<file path="src/rtl/spi_pkg.sv">
// Shared definitions for the SPI byte transmitter: state encoding, widths
// and the default sclk half-period length.
package spi_pkg;

  typedef enum logic [1:0] {
    IDLE  = 2'd0,
    SETUP = 2'd1,
    SHIFT = 2'd2,
    HOLD  = 2'd3
  } spi_state_e;

  localparam int BYTE_WIDTH  = 8;
  localparam int NUM_PULSES  = 10;
  localparam int DEF_CLK_DIV = 4;

  // Counter width able to hold div-1, never narrower than one bit.
  function automatic int cnt_width(input int div);
    return (div > 1) ? $clog2(div) : 1;
  endfunction

endpackage

</file>
<file path="src/rtl/spi_clk_div.sv">
// Half-period timer: while enabled, pulses tick on every CLK_DIV-th cycle
// and restarts from zero, so each phase begins with a cleared count.
module spi_clk_div
  import spi_pkg::*;
#(
  parameter int CLK_DIV = DEF_CLK_DIV
) (
  input  logic clk,
  input  logic rst,
  input  logic en,
  output logic tick
);

  localparam int CW = cnt_width(CLK_DIV);
  localparam logic [CW-1:0] LAST = CW'(CLK_DIV - 1);

  logic [CW-1:0] cnt;

  assign tick = en && (cnt == LAST);

  // Half-period counter, held at zero while disabled.
  always_ff @(posedge clk) begin
    if (rst) begin
      cnt <= '0;
    end else if (!en || tick) begin
      cnt <= '0;
    end else begin
      cnt <= cnt + CW'(1);
    end
  end

endmodule

</file>
<file path="src/rtl/spi_master_tx.sv">
// SPI byte transmitter: wake-up pulse, eight MSB-first data pulses and a
// completion pulse framed by an active-low chip select.
module spi_master_tx
  import spi_pkg::*;
#(
  parameter int CLK_DIV = DEF_CLK_DIV
) (
  input  logic                  clk,
  input  logic                  rst,
  input  logic                  start,
  input  logic [BYTE_WIDTH-1:0] din,
  output logic                  busy,
  output logic                  done,
  output logic                  sclk,
  output logic                  mosi,
  output logic                  cs
);

  localparam logic [3:0] LAST_PULSE = 4'(NUM_PULSES - 1);
  localparam logic [3:0] LAST_DATA  = 4'(BYTE_WIDTH);

  spi_state_e            state, state_nxt;
  logic [3:0]            pulse, pulse_nxt;
  logic                  phase_low, phase_low_nxt;
  logic [BYTE_WIDTH-1:0] shreg, shreg_nxt;
  logic                  tick;
  logic                  cs_nxt, sclk_nxt, mosi_nxt, busy_nxt, done_nxt;

  spi_clk_div #(.CLK_DIV(CLK_DIV)) u_clk_div (
    .clk  (clk),
    .rst  (rst),
    .en   (state != IDLE),
    .tick (tick)
  );

  // State, counters, shift register and registered outputs.
  always_ff @(posedge clk) begin
    if (rst) begin
      state     <= IDLE;
      pulse     <= 4'd0;
      phase_low <= 1'b0;
      shreg     <= '0;
      cs        <= 1'b1;
      sclk      <= 1'b0;
      mosi      <= 1'b0;
      busy      <= 1'b0;
      done      <= 1'b0;
    end else begin
      state     <= state_nxt;
      pulse     <= pulse_nxt;
      phase_low <= phase_low_nxt;
      shreg     <= shreg_nxt;
      cs        <= cs_nxt;
      sclk      <= sclk_nxt;
      mosi      <= mosi_nxt;
      busy      <= busy_nxt;
      done      <= done_nxt;
    end
  end

  // Next-state logic; the shift register advances as pulses 2..8 begin.
  always_comb begin
    state_nxt     = state;
    pulse_nxt     = pulse;
    phase_low_nxt = phase_low;
    shreg_nxt     = shreg;
    case (state)
      IDLE: begin
        if (start) begin
          state_nxt     = SETUP;
          shreg_nxt     = din;
          pulse_nxt     = 4'd0;
          phase_low_nxt = 1'b0;
        end else begin
          state_nxt = IDLE;
        end
      end
      SETUP: begin
        if (tick) begin
          state_nxt = SHIFT;
        end else begin
          state_nxt = SETUP;
        end
      end
      SHIFT: begin
        if (tick && !phase_low) begin
          phase_low_nxt = 1'b1;
        end else if (tick && (pulse == LAST_PULSE)) begin
          state_nxt     = HOLD;
          phase_low_nxt = 1'b0;
        end else if (tick) begin
          pulse_nxt     = pulse + 4'd1;
          phase_low_nxt = 1'b0;
          if ((pulse >= 4'd1) && (pulse < LAST_DATA)) begin
            shreg_nxt = {shreg[BYTE_WIDTH-2:0], 1'b0};
          end else begin
            shreg_nxt = shreg;
          end
        end else begin
          state_nxt = SHIFT;
        end
      end
      HOLD: begin
        if (tick) begin
          state_nxt = IDLE;
          pulse_nxt = 4'd0;
        end else begin
          state_nxt = HOLD;
        end
      end
      default: begin
        state_nxt = IDLE;
      end
    endcase
  end

  // Output values for the coming cycle, derived from the next state.
  always_comb begin
    cs_nxt   = (state_nxt == IDLE);
    busy_nxt = (state_nxt != IDLE);
    done_nxt = (state == HOLD) && tick;
    sclk_nxt = (state_nxt == SHIFT) && !phase_low_nxt;
    if ((state_nxt == SHIFT) && (pulse_nxt >= 4'd1) && (pulse_nxt <= LAST_DATA)) begin
      mosi_nxt = shreg_nxt[BYTE_WIDTH-1];
    end else begin
      mosi_nxt = 1'b0;
    end
  end

endmodule

</file>
<file path="config.mk">
export PLATFORM = sky130hd
export DESIGN_NAME = spi_master_tx
export DESIGN_NICKNAME = d
export VERILOG_FILES = /design/src/rtl/spi_pkg.sv /design/src/rtl/spi_clk_div.sv /design/src/rtl/spi_master_tx.sv
export SDC_FILE = /design/constraint.sdc
export NUM_CORES = 1
export LEC_CHECK = 0
export ABC_AREA = 1
export BUFFER_PORTS_ARGS = -buffer_cell sky130_fd_sc_hd__buf_4
export CAP_MARGIN = 10
export CORE_ASPECT_RATIO = 0.75
export CORE_MARGIN = 1.5
export CORE_UTILIZATION = 30
export CTS_CLUSTER_SIZE = 28
export DETAILED_ROUTE_END_ITERATION = 7
export GPL_TIMING_DRIVEN = 0
export MAX_ROUTING_LAYER = met4
export PLACE_DENSITY = 0.5
export SYNTH_ARGS = -nofsm -noshare
export SYNTH_HDL_FRONTEND = slang
export SYNTH_SLANG_ARGS = --single-unit
</file>
<file path="constraint.sdc">
create_clock -name clk -period 1.9 [get_ports clk]
set_input_delay 0 -clock clk [delete_from_list [all_inputs] [get_ports clk]]
set_output_delay 0 -clock clk [all_outputs]
set_load 0.03 [all_outputs]
</file>
Word level (Yosys, flattened, before mapping). Cells that the tools add are included.

Flip-flop bits (word level): 22. Latch bits: 0. RAM bits: 0. Bits in read-only memories: 0. Input bits: 11. Output and inout bits: 5. Word-level logic and storage cells: 73. Memories: 0.

Add/subtract/negate cells: 2. Multiply operators: 0. Div/mod/pow operators: 0. Order comparisons: 4. Equal/unequal tests: 11. Shifts and indexed selects: 0. Multiplexer cells: 24. Bitwise operators: 1. Reduce and logical (&&, ||, !) cells: 20.

Operators with widths (count): $mux 8 (5); $mux 4 (5); $pmux 8 s2 (1); $pmux 4 s3 (1); $mux 2 (5); $ne 2x2->1 const B (5); $eq 2x2->1 const B (4); $ge 4x1->1 const B (2); $logic_and 1x1->1 (8); $pmux 2 s4 (1); $reduce_and 6->1 (1); $reduce_bool 2->1 (3); $mux 1 (5); $add 4x1->4 const B (1); $eq 4x4->1 const B (1); $le 4x4->1 const B (1); $logic_not 2->1 (2); $lt 4x4->1 const B (1); $reduce_or 2->1 (2); $logic_not 1->1 (3); $add 2x1->2 const B (1); $eq 2x1->1 const B (1); $pmux 1 s2 (1); $logic_or 1x1->1 (1); $not 1->1 (1).

Logic depth before layout (Yosys ltp). Gate-level depths: netlist of run 1.

Word-level depth: 11. Depth in mapped cells: 13. Gate-level depth less buffers: 13.

By module. Synthesis of run 1 repeated with hierarchy kept, for this count alone.

Cells, all modules: 170. Area total of the unflattened synthesis: 1256.2 µm².

Modules (own cells, without submodules): spi_master_tx (times used 1, cells an instance 159, area each 1167.4 µm², sequential area each 400.4 µm²); spi_clk_div (times used 1, cells an instance 11, area each 88.8 µm², sequential area each 40.0 µm²).

Worst setup path after synthesis of run 1. Ideal clock, no wire load.

Kind: register -> register. Start point: reg state[1]. End point: reg mosi. Library setup time: 112 ps. Data arrival time: 1375 ps. Data required time: 1788 ps. Path slack: 413 ps. Cell stages (with the launch flop): 12. Path buffers: 0. Period minus slack after synthesis: 1487 ps. Path through: dfxtp_1 -> inv_2 -> nand2_2 -> nand2_1 -> ha_1 -> nand2_1 -> nand3_1 -> nand3b_1 -> nor2_1 -> nand3_1 -> nand2_1 -> nor2_2.

Cells in the longest elaborated chain, start to end: 11. Elaborated cells between the ends (all ways): 30. Those cells by class: order compare (2); eq/ne (4); mux (15); bitwise (1); reduce/logical (8).

Ends and longest elaborated chain: from (decl) (line spi_master_tx.sv:22) `spi_state_e state, state_nxt;`; from (signal assigned) (line spi_master_tx.sv:49) `state <= state_nxt;`; $reduce_bool 2->1 (line spi_master_tx.sv:32) `.en (state != IDLE),`; $logic_and 1x1->1 (line spi_clk_div.sv:19) `assign tick = en && (cnt == LAST);`; $mux 4 (tied with other cells) (line spi_master_tx.sv:91) `end else if (tick) begin`; $mux 4 / $mux 2 (equally long branches) (line spi_master_tx.sv:88) `end else if (tick && (pulse == LAST_PULSE)) begin`; $mux 4 / $mux 2 (equally long branches) (line spi_master_tx.sv:86) `if (tick && !phase_low) begin`; $pmux 4 s3 / $pmux 2 s4 (equally long branches) (line spi_master_tx.sv:67) `case (state)`; $ge 4x1->1 / $eq 2x2->1 (equally long branches) (line spi_master_tx.sv:123) `if ((state_nxt == SHIFT) && (pulse_nxt >= 4'd1) && (pulse_nxt <= LAST_DATA)) begin`; $logic_and 1x1->1 (2 in a row) (line spi_master_tx.sv:123); $not 1->1 (no source line); $reduce_or 2->1 (no source line); to (signal assigned) (line spi_master_tx.sv:55) `mosi <= mosi_nxt;`; to (decl) (line spi_master_tx.sv:15) `output logic mosi,`.

Several ways; a longest one is shown, not always the timed one. The select of a mux whose other input is x is not followed. A chain may end at the register's enable or synchronous reset.

Worst setup path after layout of run 1.
Start point: reg pulse[1]. End point: reg mosi.

Cells in the longest elaborated chain, start to end: 10. Elaborated cells between the ends (all ways): 27. Those cells by class: add/sub (1); order compare (4); eq/ne (2); mux (14); bitwise (1); reduce/logical (5).

Ends and longest elaborated chain: from (decl) (line spi_master_tx.sv:23) `logic [3:0] pulse, pulse_nxt;`; from (signal assigned) (line spi_master_tx.sv:50) `pulse <= pulse_nxt;`; $add 4x1->4 / $eq 4x4->1 (equally long branches) (line spi_master_tx.sv:92, spi_master_tx.sv:88); $mux 4 / $logic_and 1x1->1 (equally long branches) (line spi_master_tx.sv:91, spi_master_tx.sv:88); $mux 4 / $mux 2 (equally long branches) (line spi_master_tx.sv:88); $mux 4 / $mux 2 (equally long branches) (line spi_master_tx.sv:86); $pmux 4 s3 / $pmux 2 s4 (equally long branches) (line spi_master_tx.sv:67); $ge 4x1->1 / $eq 2x2->1 (equally long branches) (line spi_master_tx.sv:123); $logic_and 1x1->1 (2 in a row) (line spi_master_tx.sv:123); $not 1->1 (no source line); $reduce_or 2->1 (no source line).

Several ways; a longest one is shown, not always the timed one. The select of a mux whose other input is x is not followed.

==> qor.yml, run 1 <==
drc: 0
crit_type: "reg2reg"
fp-row-count: 19
period_share_pct: 90.3
yosysSeqAreaShare_pct: 35.7
dpl_cell_area_sq_mm: 0.00140
post-dp-hpwl_um: 2250
worstReg2RegEnd: "mosi"
fmaxAchievable_mhz: 583
slowest_delay_ps: 370
tightestPinTransition_ps: 495
worst-r2r-cell-count: 13
hold_viol_final: 0
critPathTopFamily: "simple AND/OR/NAND/NOR gates"
finalWirelength_um: 2800
syn_inst: 170
hold_end: "shreg[2]"
grt_pass1_wl_um: 4770
finClkSkew_ps: 8.00
power_density_mw_per_mm2: 632
worst_ep_arrival_time_ps: 1920
synth_area_sq_mm: 0.00123
final_cell_mix: "50 x nand2_1, 20 x dfxtp_1, 18 x nor2_1"
layout_commonest_cell: "nand2_1"
synth_cell_type_count: 29
initial_core_util_pct: 32.4
via_per_inst: 4.65
min_path_type: "in2reg"
drtIter0Drc: 75
first_pass_iters: 4
core_area_sq_mm: 0.00380
crit_top_cell: "nand2_1"
status: "complete, no violations"
grt_pass1_vias: 1019
total_leakage_power_nw: 0.671
setup-violations-final: 0
grt_use_total_pct: 14.0
finalMaxSlewViolations: 0
gp_congestion: 0.893
path_buf_inv: 1
cts-root-buf: "clkbuf_8"
dp_slack_ps: 143
yosys_warnings: 0
ctsLongestPathBuffers: 2
cts_setup_buffers: 0
areaGrowthSynthToFinish_pct: 19.7
cts_tree: "yes"
maxCapViolCount: 0
cp.depth: 13
post-route-util_pct: 38.8
required_ps: 2110
max-vdd-ir-drop_mv: 0.310
seqCellArea_sq_um: 443
worstHoldPathCells: 3
rsz0062_at_grt: "false"
h-tree-depth: 1
multi_input_area_sq_um: 702
grt_max_degree: 13
nFillCells: 408
grt_overflow_total: 0
drive_above_1_share_pct: 23.3
numCtsBuffers: 3
r2r_slack_ps: 180
r2r-start: "pulse[1]"
endpoint_kind: "flip-flop"
syn-num-nets: 186
hold_ws_ps: 13.2
port_buffers: 14
holdCritStartpoint: "din[2]"
dieArea_sq_mm: 0.00451
die_height_um: 58.5
relSlewSlack_pct: 67.0
period_minus_slack_ps: 1720
antenna_found_initial: 0
final_net_count: 206
startpoint_type: "flip-flop"
diodes: 0
ios: 16
postRouteAntennaNets: 0
cts.sink_count: 22
slowest_stage: "dfxtp_2"
tns_ps: 0
layout_setup_ws_ps: 185
clk_latency_ps: 270
worstPathCellList: "inv_1 -> ha_1 -> nand3_2 -> nand2_1 -> nand2_2 -> nand2_1 -> nand3_1 -> nand2_1 -> nor2_1 -> nand3_1 -> nand2_1 -> nand2_1 -> nor2_2"
vias: 1120
critPathMaxFanout: 4
synth_area_per_cell_sq_um: 7.26
clk_pin_slew_ps: 80
wl_per_cell_um: 11.6
fp.dieW_um: 77.0
final_cell_area_sq_mm: 0.00148
yosys_register_bits: 22
logic make-up (layout without fill, tap and decap cells):
kind of cell | Yosys count | after routing | synth area share, %
buffers and inverters | 22 | 41 | 7.81
AO/OA/AOI/OAI | 18 | 18 | 10.2
adder cells (fa/ha/maj) | 5 | 5 | 5.07
AND/OR/NAND/NOR | 103 | 103 | 41.2
flip-flops | 22 | 22 | 35.7
final cells by class:
type	instances	share of cell area (%)
Multi-Input combinational cell	126	47.5
Sequential cell	22	30.0
Timing Repair Buffer	15	7.80
Inverter	18	4.75
Tap cell	52	4.41
Clock buffer	4	3.73
Buffer	4	1.78
layer usage:
metal	global-route usage (%)	routed length (um)
met5	-	0
met1	20.0	1570
met4	3.12	14
met2	20.0	1090
met3	3.41	129
Yosys cell counts (all sizes together):
library cell,number,area [sq um]
nor4,1,12.5
inv,18,70.1
a21oi,4,31.3
a32oi,1,8.76
nor3,3,15.0
nand2,54,210
nand4,1,6.26
clkbuf,2,7.51
o211ai,1,12.5
o21ai,4,23.8
o22ai,1,6.26
nor2,23,131
buf,2,18.8
dfxtp,22,440
nand3b,2,15.0
ha,5,62.6
nand3,19,118
a31oi,7,43.8
report_power, final:
group,total (W),switching (W),internal (W)
Sequential,0.000487,0.00000791,0.000479
Combinational,0.000107,0.0000664,0.0000409
Clock,0.000340,0.000155,0.000185
stage by stage:
stage / cells / power, W
2_1_floorplan: 170 / 0.000564
3_3_place_gp: 236 / 0.000600
3_5_place_dp: 236 / 0.000602
4_1_cts: 241 / 0.000947
5_1_grt: 241 / 0.000973
6_report: 241 / 0.000934
state kept, by name, summed over array words and instances, names as in the netlist, 2 cells and up:
| signal | count |
|---|---|
| shreg | 8 |
| pulse | 4 |
| state | 2 |
| u_clk_div.cnt | 2 |
tightest hold or removal path, stage by stage:
cell	delay (ps)
buf_4	110
nand2_1	50
a31oi_1	70
what timing repair did:
action	in CTS	in global routing
setup endpoints to repair	0	2
resized for setup	0	4
hold buffers	1	0
endpoints found under the hold margin	1	0
how the worst max path moves through the flow:
stage | from | endpoint
6_report | pulse[1] | mosi
5_1_grt | pulse[1] | mosi
4_1_cts | pulse[1] | mosi
3_5_place_dp | pulse[1] | mosi
3_3_place_gp | pulse[1] | mosi
2_1_floorplan | state[1] | mosi
No activity file was read; power rests on OpenSTA's default activity.
==> run 2, diff against run 1 <==
--- a/config.mk
+++ b/config.mk
@@ -10,12 +10,12 @@
 export CAP_MARGIN = 10
 export CORE_ASPECT_RATIO = 0.75
 export CORE_MARGIN = 1.5
-export CORE_UTILIZATION = 30
+export CORE_UTILIZATION = 55
 export CTS_CLUSTER_SIZE = 28
 export DETAILED_ROUTE_END_ITERATION = 7
 export GPL_TIMING_DRIVEN = 0
 export MAX_ROUTING_LAYER = met4
-export PLACE_DENSITY = 0.5
+export PLACE_DENSITY = 0.79
 export SYNTH_ARGS = -nofsm -noshare
 export SYNTH_HDL_FRONTEND = slang
 export SYNTH_SLANG_ARGS = --single-unit
==> qor.yml, run 2 (same netlist as run 1, synthesis figures left out) <==
status: "finished, violations left"
violations: "DRC"
path_buf_inv: 1
grt_max_degree: 13
finClkSkew_ps: 11.0
wl_per_cell_um: 13.2
met2_usage_pct: 41.1
dp_slack_ps: 155
via_per_inst: 5.44
ios: 16
cts.sink_count: 22
internal_power_w: 0.000646
multi_input_area_sq_um: 697
crit_top_cell: "nand2_1"
p_seq_share_pct: 56.3
core_area_sq_mm: 0.00207
drive_above_1_share_pct: 21.4
grt_use_total_pct: 26.8
antenna_found_initial: 0
grt-busiest-layer: "met2"
postRouteAntennaNets: 0
ctsLongestPathBuffers: 2
cts_setup_buffers: 0
post-dp-hpwl_um: 2030
hold_viol_final: 0
power_density_mw_per_mm2: 582
dieArea_sq_mm: 0.00254
seqCellArea_sq_um: 443
total_leakage_power_nw: 0.694
required_ps: 2130
startpoint_type: "flip-flop"
clk_pin_slew_ps: 120
period_minus_slack_ps: 1720
top_register: "shreg"
p_sw_w: 0.000219
maxCapViolCount: 0
slowest_delay_ps: 370
final_cell_area_sq_mm: 0.00149
numCtsBuffers: 3
dpl_cell_area_sq_mm: 0.00137
power_frac_comb_pct: 13.8
largest_registers: "shreg (8), pulse (4)"
setup-violations-final: 0
holdCritStartpoint: "rst"
fp.dieW_um: 57.7
layout_commonest_cell: "nand2_1"
worst_ep_arrival_time_ps: 1960
power_switching_share_pct: 25.3
clockPowerShare_pct: 29.9
crit_path_start: "pulse[1]"
vias: 1197
cts_tree: "yes"
r2r-start: "pulse[1]"
areaGrowthSynthToFinish_pct: 20.6
max-vdd-ir-drop_mv: 0.432
grtUsageMet1_pct: 34.3
final_cell_mix: "51 x nand2_1, 20 x dfxtp_1, 18 x nor2_1"
nFillCells: 187
grt_util_met3_pct: 6.43
finalMaxSlewViolations: 0
critPathTopFamily: "simple AND/OR/NAND/NOR gates"
finalWirelength_um: 2910
fmaxAchievable_mhz: 580
crit_type: "reg2reg"
initial_core_util_pct: 59.7
relSlewSlack_pct: 65.3
port_buffers: 14
h-tree-depth: 1
drc: 2
cts-root-buf: "clkbuf_4"
diodes: 0
worstPathCellList: "inv_1 -> ha_1 -> nand3_2 -> nand2_1 -> nand2_2 -> nand2_1 -> nand3_1 -> nand3b_1 -> nor2_1 -> nand3_1 -> nand2_1 -> nor2_2"
fp-row-count: 14
final_net_count: 213
largest_register_ffs: 8
total_power_w: 0.000865
layout_setup_ws_ps: 176
tightestPinTransition_ps: 520
first_pass_iters: 6
grt_pass1_wl_um: 4940
rsz0062_at_grt: "false"
slowest_stage: "dfxtp_2"
endpoint_kind: "flip-flop"
grt_pass1_vias: 1133
gp_congestion: 0.995
tns_ps: 0
drtIter0Drc: 71
clk_latency_ps: 320
die_height_um: 44.0
critPathMaxFanout: 4
min_path_type: "in2reg"
grt_overflow_total: 0
period_share_pct: 90.7
==> run 2: per-layer routing <==
layer	part of all wire, %	routed length [um]	vias up
li1	-	-	605
met1	46	1330	544
met2	45	1320	44
met3	8.3	242	4
met4	1.0	29	0
met5	0	0	-
==> run 2: power groups by stage <==
stage | Clock, W | Combinational (W) | Sequential [W]
CTS | 0.000261 | 0.000117 | 0.000487
detailed placement | 0 | 0.000103 | 0.000497
global route | 0.000280 | 0.000132 | 0.000489
floorplan | 0 | 0.0000605 | 0.000503
global placement | 0 | 0.000101 | 0.000497
finish | 0.000259 | 0.000120 | 0.000487
==> run 2: path summary, 6_finish.rpt <==
path	slack (ps)	endpoint	depth (start not counted)
max	180	mosi	12
min	60	shreg[2]	2
max reg2reg	180	mosi	12
min reg2reg	430	u_clk_div.cnt[0]	1
==> run 2: per-stage QoR <==
stage	utilization, %	hold slack (ps)	instances
finish	72.0	61.4	220
global route	72.0	107	220
CTS	71.9	56.2	220
detailed placement	66.2	274	208
global placement	66.2	268	208
floorplan	-	148	170
==> run 2: repair_timing <==
action / in CTS / in global routing
endpoints found under the setup margin: 0 / 1
hold buffers: 8 / 0
endpoints found under the hold margin: 8 / 0
gates resized for setup: 0 / 2
==> run 2: cell type report <==
class | count | area share (%)
flip-flops and latches | 22 | 29.8
repair buffers | 22 | 12.4
multi-input cells | 126 | 46.8
plain buffers | 4 | 1.77
inverters | 18 | 4.71
well taps | 24 | 2.02
clock buffers | 4 | 2.44
==> run 3, diff against run 2 <==
--- a/config.mk
+++ b/config.mk
@@ -5,7 +5,7 @@
 export SDC_FILE = /design/constraint.sdc
 export NUM_CORES = 1
 export LEC_CHECK = 0
-export ABC_AREA = 1
+export ABC_AREA = 0
 export BUFFER_PORTS_ARGS = -buffer_cell sky130_fd_sc_hd__buf_4
 export CAP_MARGIN = 10
 export CORE_ASPECT_RATIO = 0.75
@@ -13,9 +13,10 @@
 export CORE_UTILIZATION = 55
 export CTS_CLUSTER_SIZE = 28
 export DETAILED_ROUTE_END_ITERATION = 7
+export GPL_ROUTABILITY_DRIVEN = 0
 export GPL_TIMING_DRIVEN = 0
 export MAX_ROUTING_LAYER = met4
-export PLACE_DENSITY = 0.79
+export PLACE_DENSITY = 0.8
 export SYNTH_ARGS = -nofsm -noshare
 export SYNTH_HDL_FRONTEND = slang
 export SYNTH_SLANG_ARGS = --single-unit
==> qor.yml, run 3 <==
p_seq_share_pct: 49.7
maxCapViolCount: 0
wl_per_cell_um: 17.5
diodes: 0
cts_tree: "yes"
power_density_mw_per_mm2: 687
endpoint_kind: "flip-flop"
ys_async_sr_fraction_pct: 0
ctsLongestPathBuffers: 2
areaGrowthSynthToFinish_pct: 30.3
worst_ep_arrival_time_ps: 2100
cts-root-buf: "clkbuf_4"
cts.sink_count: 22
drc: 0
drtIter0Drc: 68
final_cell_mix: "19 x buf_4, 19 x dfxtp_1, 18 x nor2_1"
h-tree-depth: 1
clk_latency_ps: 320
tns_ps: 0
grt_overflow_total: 0
startpoint_type: "flip-flop"
internal_power_w: 0.000755
via_per_inst: 6.31
period_minus_slack_ps: 1890
port_buffers: 14
grt_pass1_wl_um: 4490
post-dp-hpwl_um: 1900
required_ps: 2100
numCtsBuffers: 3
dp_slack_ps: -253
fp.dieW_um: 54.6
holdCritStartpoint: "rst"
yosys.area.top_type_share_pct: 40.0
tightestPinTransition_ps: 458
synth.area.top_cells: "dfxtp_1 40%, nor2_1 6.1%, ha_1 5.7%"
period_share_pct: 99.5
yosysSeqAreaShare_pct: 40.0
slowest_delay_ps: 390
final_net_count: 163
worstReg2RegEnd: "shreg[6]"
fp-row-count: 13
yosys-top-cells-count: "22 x dfxtp_1, 18 x nor2_1, 6 x a222oi_1, 6 x nand2_1"
critPathMaxFanout: 7
crit_path_start: "pulse[0]"
status: "complete, no violations"
critPathTopFamily: "simple AND/OR/NAND/NOR gates"
nFillCells: 119
syn_inst: 118
synth_edf_count: 0
postRouteAntennaNets: 0
clockPowerShare_pct: 36.5
fmaxAchievable_mhz: 529
worstPathCellList: "inv_2 -> ha_2 -> nor3b_2 -> or3_4 -> o22ai_4 -> nand2_4 -> a222oi_1 -> nor2_1"
dieArea_sq_mm: 0.00228
finClkSkew_ps: 2.63
synth_area_sq_mm: 0.00110
worst-r2r-cell-count: 8
largest_register_ffs: 8
initial_core_util_pct: 60.9
grt_max_degree: 14
hold_ws_ps: 54.3
ios: 16
first_pass_iters: 5
max-vdd-ir-drop_mv: 0.632
synth-main-ff-cell: "dfxtp_1"
slowest_stage: "dfxtp_4"
worstHoldPathCells: 2
relSlewSlack_pct: 69.3
finalMaxSlewViolations: 0
power_switching_share_pct: 23.3
grt_pass1_vias: 920
hold_viol_final: 0
synth_cell_type_count: 46
setup-violations-final: 0
antenna_found_initial: 0
finalWirelength_um: 2940
core_area_sq_mm: 0.00181
path_buf_inv: 1
grt_use_total_pct: 28.6
total_power_w: 0.000984
rsz0062_at_grt: "true"
syn-num-nets: 134
total_leakage_power_nw: 0.559
p_sw_w: 0.000229
min_path_type: "in2reg"
layout_setup_ws_ps: 9.41
dpl_cell_area_sq_mm: 0.00123
power_frac_comb_pct: 13.7
vias: 1060
r2r_slack_ps: 9
final_cell_area_sq_mm: 0.00143
hold_end: "pulse[2]"
crit_type: "reg2reg"
drive_above_1_share_pct: 32.9
synth_area_per_cell_sq_um: 9.32
largest_registers: "shreg (8), pulse (4)"
yosysTopAreaCell: "dfxtp_1"
top_register: "shreg"
r2r-start: "pulse[0]"
synth_most_common_cell: "dfxtp_1"
yosys_warnings: 0
die_height_um: 41.7
clk_pin_slew_ps: 120
yosys_register_bits: 22
run 3: changes by cell type after synthesis, moves of 3 or more:
| cell | before | now |
|---|---|---|
| nand2_2 | 3 | 0 |
| a222oi_1 | 0 | 6 |
| nor2b_1 | 0 | 3 |
| inv_2 | 4 | 1 |
| nand3_1 | 16 | 4 |
| inv_1 | 13 | 5 |
| mux2i_1 | 0 | 3 |
| a31oi_1 | 7 | 2 |
| nand2_1 | 51 | 6 |
run 3: logic make-up (layout without fill, tap and decap cells):
logic type | after synthesis | count (layout) | synth area share (%)
and+or+nand+nor | 47 | 47 | 24.5
AOI/OAI and AO/OA | 26 | 26 | 19.2
DFF | 22 | 22 | 40.0
buffers and inverters | 12 | 40 | 5.23
adders and majority gates | 5 | 5 | 5.69
muxes | 4 | 4 | 3.75
xor gates and xnor gates | 2 | 2 | 1.59
run 3: timing repair:
item,4_1_cts,5_1_grt
endpoints found under the hold margin,7,0
endpoints found under the setup margin,9,8
gates resized for setup,8,12
pin swaps,2,3
setup buffers,3,0
hold buffers,7,0
run 3: layer usage:
metal,part of all wire [%],track usage [%]
met5,0,-
met1,40,37.5
met4,3.0,9.50
met3,11,8.99
met2,47,41.2
run 3: worst max path at each step:
stage               end  slack [ps]  cells past startpoint
2_1_floorplan  shreg[6]          20                      8
3_5_place_dp   shreg[6]        -250                      8
6_report       shreg[6]           9                      8
4_1_cts            mosi          10                      8
5_1_grt        shreg[6]         -80                      8
3_3_place_gp   shreg[6]        -170                      8
run 3: power by group through the flow:
stage / clock network (W) / registers, W / logic [W]
4_1_cts: 0.000370 / 0.000488 / 0.000127
6_report: 0.000360 / 0.000489 / 0.000135
5_1_grt: 0.000388 / 0.000491 / 0.000144
2_1_floorplan: 0 / 0.000504 / 0.0000657
3_5_place_dp: 0 / 0.000500 / 0.000111
3_3_place_gp: 0 / 0.000498 / 0.000107
run 3: final cells by class:
| type | count | area [sq um] | share of cell area, % |
|---|---|---|---|
| sequential | 22 | 447 | 31.2 |
| tap | 22 | 27.5 | 1.92 |
| buffer | 6 | 38.8 | 2.71 |
| inverter | 6 | 22.5 | 1.57 |
| multi-input combinational | 84 | 647 | 45.2 |
| clock buffer | 3 | 22.5 | 1.57 |
| timing repair buffer | 24 | 198 | 13.8 |
| clock inverter | 1 | 30.0 | 2.10 |
run 3: stage by stage:
stage / util, % / std cells
floorplan: - / 118
global placement: 68.3 / 154
detailed placement: 68.3 / 154
CTS: 77.5 / 168
global route: 79.3 / 168
finish: 79.3 / 168
